==> config.mk <==
export PLATFORM = sky130hd
export DESIGN_NAME = mem_stage_unit_flat
export DESIGN_NICKNAME = d
export VERILOG_FILES = /design/src/rtl/mem_pkg.sv /design/src/rtl/mem_stage_unit_if.sv /design/src/rtl/mem_lane_align.sv /design/src/rtl/mem_stage_unit.sv /design/src/flat_wrapper.sv
export SDC_FILE = /design/constraint.sdc
export NUM_CORES = 1
export LEC_CHECK = 0
export CAP_MARGIN = 10
export CORE_MARGIN = 2
export CORE_UTILIZATION = 46
export DETAILED_ROUTE_END_ITERATION = 8
export PLACE_DENSITY = 0.82
export SYNTH_ARGS = -nofsm -noshare
export SYNTH_HDL_FRONTEND = slang
export SYNTH_SLANG_ARGS = --single-unit
==> constraint.sdc <==
create_clock -name clk -period 2.79 [get_ports clk]
set_input_delay 0.837 -clock clk [delete_from_list [all_inputs] [get_ports clk]]
set_output_delay 0.837 -clock clk [all_outputs]
set_load 0.02 [all_outputs]
==> src/rtl/mem_pkg.sv <==
// rtl/mem_pkg.sv - shared size encodings, FSM states and width defaults for the MEM stage
package mem_pkg;

    localparam int AW_DEF = 32;
    localparam int DW_DEF = 32;
    localparam int RW_DEF = 5;

    localparam logic [1:0] SZ_BYTE = 2'b00;
    localparam logic [1:0] SZ_HALF = 2'b01;
    localparam logic [1:0] SZ_WORD = 2'b10;

    typedef enum logic {
        IDLE = 1'b0,
        BUSY = 1'b1
    } mem_state_e;

    // Size 2'b11 behaves as a word everywhere.
    function automatic logic is_misaligned(input logic [1:0] size, input logic [1:0] lo);
        case (size)
            SZ_BYTE: return 1'b0;
            SZ_HALF: return lo[0];
            default: return (lo != 2'b00);
        endcase
    endfunction

    // Snap the low address bits onto the naturally aligned lane for the access size.
    function automatic logic [1:0] align_lo(input logic [1:0] size, input logic [1:0] lo);
        case (size)
            SZ_BYTE: return lo;
            SZ_HALF: return {lo[1], 1'b0};
            default: return 2'b00;
        endcase
    endfunction

endpackage

==> src/rtl/mem_stage_unit_if.sv <==
// rtl/mem_stage_unit_if.sv - req/ack data-memory port bundle
interface mem_stage_unit_if #(
    parameter int AW = 32,
    parameter int DW = 32
);
    logic          req;
    logic          we;
    logic [AW-1:0] addr;
    logic [3:0]    be;
    logic [DW-1:0] wdata;
    logic [DW-1:0] rdata;
    logic          ack;

    modport master (
        output req, we, addr, be, wdata,
        input  rdata, ack
    );

    modport slave (
        input  req, we, addr, be, wdata,
        output rdata, ack
    );
endinterface

==> src/rtl/mem_lane_align.sv <==
// rtl/mem_lane_align.sv - byte enables, store lane replication and load extraction
module mem_lane_align
    import mem_pkg::*;
#(
    parameter int DW = 32
) (
    input  logic [1:0]    size,
    input  logic          is_unsigned,
    input  logic [1:0]    addr_lo,
    input  logic [DW-1:0] wdata,
    input  logic [DW-1:0] rdata,
    output logic [3:0]    be,
    output logic [DW-1:0] wdata_lane,
    output logic [DW-1:0] rdata_ext
);

    logic [7:0]  byte_lane;
    logic [15:0] half_lane;

    // Lane selection for both directions; addr_lo is already aligned to the size.
    always_comb begin
        be         = 4'b1111;
        wdata_lane = wdata;
        rdata_ext  = rdata;
        byte_lane  = rdata[{addr_lo, 3'b000} +: 8];
        half_lane  = rdata[{addr_lo[1], 4'b0000} +: 16];
        case (size)
            SZ_BYTE: begin
                be         = 4'b0001 << addr_lo;
                wdata_lane = {4{wdata[7:0]}};
                rdata_ext  = {{24{~is_unsigned & byte_lane[7]}}, byte_lane};
            end
            SZ_HALF: begin
                be         = 4'b0011 << {addr_lo[1], 1'b0};
                wdata_lane = {2{wdata[15:0]}};
                rdata_ext  = {{16{~is_unsigned & half_lane[15]}}, half_lane};
            end
            default: begin
                be         = 4'b1111;
                wdata_lane = wdata;
                rdata_ext  = rdata;
            end
        endcase
    end

endmodule

==> src/rtl/mem_stage_unit.sv <==
// rtl/mem_stage_unit.sv - MEM stage: data-memory access, stall and MEM/WB register (MEM_MISALIGN_TRAP_EN enables misalignment trap)
module mem_stage_unit
    import mem_pkg::*;
#(
    parameter int AW = AW_DEF,
    parameter int DW = DW_DEF,
    parameter int RW = RW_DEF
) (
    input  logic          clk,
    input  logic          rst,
    input  logic          in_valid,
    input  logic          in_mem_read,
    input  logic          in_mem_write,
    input  logic [1:0]    in_size,
    input  logic          in_unsigned,
    input  logic [AW-1:0] in_addr,
    input  logic [DW-1:0] in_wdata,
    input  logic [RW-1:0] in_rd,
    input  logic          in_reg_write,
    output logic          stall,
    mem_stage_unit_if.master dmem,
    output logic          wb_valid,
    output logic          wb_reg_write,
    output logic [RW-1:0] wb_rd,
    output logic [DW-1:0] wb_data,
    output logic          wb_exc
);

    if (DW != 32) begin : g_dw_check
        $error("mem_stage_unit: DW must be 32");
    end

    mem_state_e state;
    mem_state_e next_state;

    logic          mem_op;
    logic          trap;
    logic          start;
    logic [1:0]    in_lo;

    logic [1:0]    cap_size;
    logic          cap_unsigned;
    logic [1:0]    cap_lo;
    logic [RW-1:0] cap_rd;
    logic          cap_reg_write;
    logic          cap_store;
    logic [AW-1:0] cap_addr;

    logic [1:0]    al_size;
    logic          al_unsigned;
    logic [1:0]    al_lo;
    logic [3:0]    lane_be;
    logic [DW-1:0] lane_wdata;
    logic [DW-1:0] lane_rdata;

    assign mem_op = in_mem_read | in_mem_write;
    assign in_lo  = align_lo(in_size, in_addr[1:0]);

`ifdef MEM_MISALIGN_TRAP_EN
    assign trap = in_valid & mem_op & is_misaligned(in_size, in_addr[1:0]);
`else
    assign trap = 1'b0;
`endif

    assign start = in_valid & mem_op & ~trap;

    // In IDLE the lane unit shapes the incoming store; in BUSY it extracts the captured load.
    assign al_size     = (state == BUSY) ? cap_size     : in_size;
    assign al_unsigned = (state == BUSY) ? cap_unsigned : in_unsigned;
    assign al_lo       = (state == BUSY) ? cap_lo       : in_lo;

    mem_lane_align #(.DW(DW)) u_lane_align (
        .size        (al_size),
        .is_unsigned (al_unsigned),
        .addr_lo     (al_lo),
        .wdata       (in_wdata),
        .rdata       (dmem.rdata),
        .be          (lane_be),
        .wdata_lane  (lane_wdata),
        .rdata_ext   (lane_rdata)
    );

    // FSM state register.
    always_ff @(posedge clk or negedge rst) begin
        if (!rst) begin
            state <= IDLE;
        end else begin
            state <= next_state;
        end
    end

    // Next state and stall; stall is forced low while reset is asserted.
    always_comb begin
        next_state = state;
        stall      = 1'b0;
        case (state)
            IDLE: begin
                if (start) begin
                    next_state = BUSY;
                    stall      = 1'b1;
                end
            end
            BUSY: begin
                stall = ~dmem.ack;
                if (dmem.ack) begin
                    next_state = IDLE;
                end
            end
            default: next_state = IDLE;
        endcase
        if (!rst) begin
            stall = 1'b0;
        end
    end

    // Memory request, captured access context and the MEM/WB register.
    always_ff @(posedge clk or negedge rst) begin
        if (!rst) begin
            dmem.req      <= 1'b0;
            dmem.we       <= 1'b0;
            dmem.addr     <= '0;
            dmem.be       <= '0;
            dmem.wdata    <= '0;
            cap_size      <= SZ_BYTE;
            cap_unsigned  <= 1'b0;
            cap_lo        <= 2'b00;
            cap_rd        <= '0;
            cap_reg_write <= 1'b0;
            cap_store     <= 1'b0;
            cap_addr      <= '0;
            wb_valid      <= 1'b0;
            wb_reg_write  <= 1'b0;
            wb_rd         <= '0;
            wb_data       <= '0;
            wb_exc        <= 1'b0;
        end else begin
            wb_valid <= 1'b0;
            wb_exc   <= 1'b0;
            case (state)
                IDLE: begin
                    if (start) begin
                        dmem.req      <= 1'b1;
                        dmem.we       <= in_mem_write;
                        dmem.addr     <= {in_addr[AW-1:2], 2'b00};
                        dmem.be       <= lane_be;
                        dmem.wdata    <= in_mem_write ? lane_wdata : '0;
                        cap_size      <= in_size;
                        cap_unsigned  <= in_unsigned;
                        cap_lo        <= in_lo;
                        cap_rd        <= in_rd;
                        cap_reg_write <= in_reg_write;
                        cap_store     <= in_mem_write;
                        cap_addr      <= in_addr;
                    end else if (in_valid) begin
                        wb_valid     <= 1'b1;
                        wb_exc       <= trap;
                        wb_reg_write <= in_reg_write & ~trap;
                        wb_rd        <= in_rd;
                        wb_data      <= DW'(in_addr);
                    end
                end
                BUSY: begin
                    if (dmem.ack) begin
                        dmem.req     <= 1'b0;
                        wb_valid     <= 1'b1;
                        wb_reg_write <= cap_reg_write;
                        wb_rd        <= cap_rd;
                        wb_data      <= cap_store ? DW'(cap_addr) : lane_rdata;
                    end
                end
                default: ;
            endcase
        end
    end

endmodule

==> src/flat_wrapper.sv <==
// flat-port wrapper written by rule: the top's interface ports become plain ports
module mem_stage_unit_flat import mem_pkg::*;
#(
    parameter int AW = AW_DEF,
    parameter int DW = DW_DEF,
    parameter int RW = RW_DEF
)
  (clk, rst, in_valid, in_mem_read, in_mem_write, in_size, in_unsigned, in_addr, in_wdata, in_rd, in_reg_write, stall, wb_valid, wb_reg_write, wb_rd, wb_data, wb_exc, dmem_req, dmem_we, dmem_addr, dmem_be, dmem_wdata, dmem_rdata, dmem_ack);
  mem_stage_unit_if #(.AW(AW), .DW(DW)) dmem_i ();
  input  logic clk;
  input  logic rst;
  input  logic in_valid;
  input  logic in_mem_read;
  input  logic in_mem_write;
  input  logic [1:0] in_size;
  input  logic in_unsigned;
  input  logic [AW-1:0] in_addr;
  input  logic [DW-1:0] in_wdata;
  input  logic [RW-1:0] in_rd;
  input  logic in_reg_write;
  output logic stall;
  output logic wb_valid;
  output logic wb_reg_write;
  output logic [RW-1:0] wb_rd;
  output logic [DW-1:0] wb_data;
  output logic wb_exc;
  output wire logic [$bits(dmem_i.req)-1:0] dmem_req;
  output wire logic [$bits(dmem_i.we)-1:0] dmem_we;
  output wire logic [$bits(dmem_i.addr)-1:0] dmem_addr;
  output wire logic [$bits(dmem_i.be)-1:0] dmem_be;
  output wire logic [$bits(dmem_i.wdata)-1:0] dmem_wdata;
  input wire logic [$bits(dmem_i.rdata)-1:0] dmem_rdata;
  input wire logic [$bits(dmem_i.ack)-1:0] dmem_ack;
  assign dmem_req = dmem_i.req;
  assign dmem_we = dmem_i.we;
  assign dmem_addr = dmem_i.addr;
  assign dmem_be = dmem_i.be;
  assign dmem_wdata = dmem_i.wdata;
  assign dmem_i.rdata = dmem_rdata;
  assign dmem_i.ack = dmem_ack;
  mem_stage_unit #(.AW(AW), .DW(DW), .RW(RW)) u_core (.clk(clk), .rst(rst), .in_valid(in_valid), .in_mem_read(in_mem_read), .in_mem_write(in_mem_write), .in_size(in_size), .in_unsigned(in_unsigned), .in_addr(in_addr), .in_wdata(in_wdata), .in_rd(in_rd), .in_reg_write(in_reg_write), .stall(stall), .dmem(dmem_i), .wb_valid(wb_valid), .wb_reg_write(wb_reg_write), .wb_rd(wb_rd), .wb_data(wb_data), .wb_exc(wb_exc));
endmodule
==> results.md <==
- Top cells by area, synth: dfrtp_1, mux2_2, o21ai_0
- First-pass GRT wire length: 32.4 mm
- Required time of the critical path: 1.95 ns
- Die W: 120 um
- Worst-skew pair later-pin latency: 0.42 ns
- ANT cells: 0
- CTS tree: yes
- Crit end category: output pin
- Final Wtd Congestion: 0.867
- CTS Hold Buffers Added: 0
- Setup-failing EPs final: 0
- Drt first pass iters: 5
- # port buffers: 218
- DRC viols: 0
- Cell leakage power: 3.87 nW
- Synth Area per Inst: 10.3 um^2
- Initial core utilization: 47.0%
- Worst Path Arrival: 1.87 ns
- Unrepaired setup endpoints after global routing: no
- DP HPWL: 14.7 mm
- Fmax: 0.370 GHz
- Crit-path max FO: 2
- Post-synthesis sequential area ratio: 48.7%
- Main flop type after synthesis: dfrtp_1
- CTS Root Cell: clkbuf_16
- Fillers: 958
- Count leader, synth: dfrtp_1
- Initial antenna violation count: 0
- Slew HR: 30.0%
- Fin area: 9210 um^2
- Status: finished clean
- H-tree depth: 4
- Largest net degree at the start of global routing: 122
- Synthesis Warnings: 0
- Max-slew violations: 0
- Setup slack after layout: 0.0872 ns
- Cell Pwr Density: 839 nW/um^2
- Total track usage: 29.0%
- R2r endpoint: u_core.wb_data[2]
- Post-DRT Antenna Nets: 0
- Slew at the pin closest to its max-slew limit: 1.05 ns
- Gate Count Post-Synth: 603
- Worst Hold Class: flop to flop
- Placement Rows: 42
- Die Y: 120 um
- Kind of critical path: input port to output pin
- Post-DP Area: 8610 um^2
- Post-synth top area share: 48.7%
- Sink Count: 121
- Area Overhead vs Synth: 48.0%
- Area leader, netlist: dfrtp_1
- Post-layout nets: 923
- 1st-iter DRT viols: 374
- Vias in the first global route: 5970
- CP Launch Type: input port
- Pre-CTS WS: -0.626 ns
- Ys async rst share: 100%
- Top cells by count, synth: dfrtp_1, o21ai_0, mux2_2
- WL/cell: 20.7 um
- Share of cells above drive strength 1: 17.9%
- Die area: 14500 um^2
- Core ar.: 13200 um^2
- Max-Cap Viols: 0
- Max Clock Skew: 0.00676 ns
- Worst Setup SP: in_mem_write
- GRT overflow: 0
- Fin. Hold Viols: 0
- EDFF count, synth: 0
- TNS Setup: 0 ns
- Reg-to-reg startpoint: u_core.state
- Clock Pin Slew Worst Setup and Hold Paths: 0.06 ns
- R2R cell count: 8
- Avg Vias per Cell: 5.89
- Post-synthesis register bit count: 121
- Critical Path Sink: stall
- Cell Area, Synth: 6220 um^2
- Total CTS buffers: 17
- Max Root-Sink Buffers: 2
- I/O pin count: 222
- Number of distinct library cells after synthesis: 41
- R2r setup slk: 0.34 ns
- Drt total wl: 20.6 mm
- Vias: 5875
- Fin crit share: 96.9%
- Crit path time final: 2.70 ns
- Maximum VDD drop: 445 uV
==> worst min path at each step <==
stage | start | end | slack, ns | cells past startpoint
4_1_cts | u_core.dmem.wdata[16] | u_core.dmem.wdata[16] | 0.48 | 2
2_1_floorplan | u_core.cap_lo[0] | u_core.cap_lo[0] | 0.47 | 2
3_5_place_dp | u_core.dmem.wdata[16] | u_core.dmem.wdata[16] | 0.47 | 2
5_1_grt | u_core.dmem.wdata[28] | u_core.dmem.wdata[28] | 0.51 | 2
6_report | u_core.dmem.wdata[16] | u_core.dmem.wdata[16] | 0.48 | 2
3_3_place_gp | u_core.wb_rd[0] | u_core.wb_rd[0] | 0.46 | 2
==> cells in the final DEF (no fill, tap or decap), types with 2 or more instances in the layout <==
cell	n
a211oi_1	2
and3_1	7
a221o_1	15
dfrtp_1	120
nor3b_2	2
and2_1	4
a22oi_1	9
inv_1	5
clkbuf_16	17
nand3b_1	4
mux2i_1	17
o221ai_1	8
a22o_1	8
nor2b_1	3
nand2b_1	3
buf_4	43
clkdlybuf4s50_1	215
o22ai_1	15
buf_12	4
o21ai_0	64
a31oi_1	17
nand2_1	48
nor2_1	40
bufinv_16	3
a221oi_1	22
a21oi_1	33
o21ai_1	3
o31ai_1	4
conb_1	3
mux2_2	55
clkinv_2	6
==> cell type report <==
type	instances	area (um^2)	share of cell area, %
sequential	121	3030	32.9
timing repair buffer	264	2580	28.0
multi-input combinational	403	2790	30.3
clock buffer	19	443	4.81
tap	176	220	2.39
inverter	5	18.8	0.204
clock inverter	10	129	1.40
==> through the flow <==
step / cells / utilization [%] / hold WS, ns / power [mW]
floorplan: 605 / - / 0.470 / 4.16
global placement: 968 / 65.0 / 0.463 / 5.45
detailed placement: 968 / 65.0 / 0.469 / 5.56
CTS: 997 / 69.4 / 0.482 / 7.76
global route: 998 / 69.5 / 0.511 / 8.10
finish: 998 / 69.5 / 0.479 / 7.73
==> layer usage <==
| metal | track usage (%) | part of all wire [%] |
|---|---|---|
| met5 | 0 | 0 |
| met2 | 48.5 | 49 |
| met1 | 35.2 | 39 |
| met3 | 9.48 | 9.0 |
| met4 | 10.5 | 2.5 |
==> logic make-up (layout without fill, tap and decap cells) <==
kind of cell / count (synthesis) / after routing / synth area share (%)
AOI/OAI and AO/OA: 209 / 209 / 22.3
buffers and inverters: 81 / 298 / 7.36
DFF: 121 / 121 / 48.7
muxes: 72 / 72 / 12.7
other: 1 / 3 / 0.0603
and+or+nand+nor: 119 / 119 / 8.89
==> power by group <==
part           total [mW]  switching, mW  internal [mW]
clock network        2.17          0.770           1.40
registers            2.56          0.327           2.24
logic                2.99           1.54           1.45
==> registers in the layout (all words and copies together) (netlist names), 2 cells and up <==
signal,cells
u_core.cap_lo,2
u_core.wb_data,32
u_core.cap_rd,5
u_core.dmem.be,4
u_core.cap_addr,31
u_core.dmem.wdata,32
u_core.wb_rd,5
u_core.cap_size,2
==> worst max-delay path, stage by stage <==
cell	delay (ns)
clkdlybuf4s50_1	0.47
o21ai_4	0.18
o21ai_2	0.08
and2_1	0.15
buf_4	0.15
==> repair_timing <==
action,4_1_cts,5_1_grt
endpoints found under the setup margin,1,2
pin swaps,1,0
setup buffers,0,1
gates resized for setup,9,3
Power figures use the tool's default switching activity.
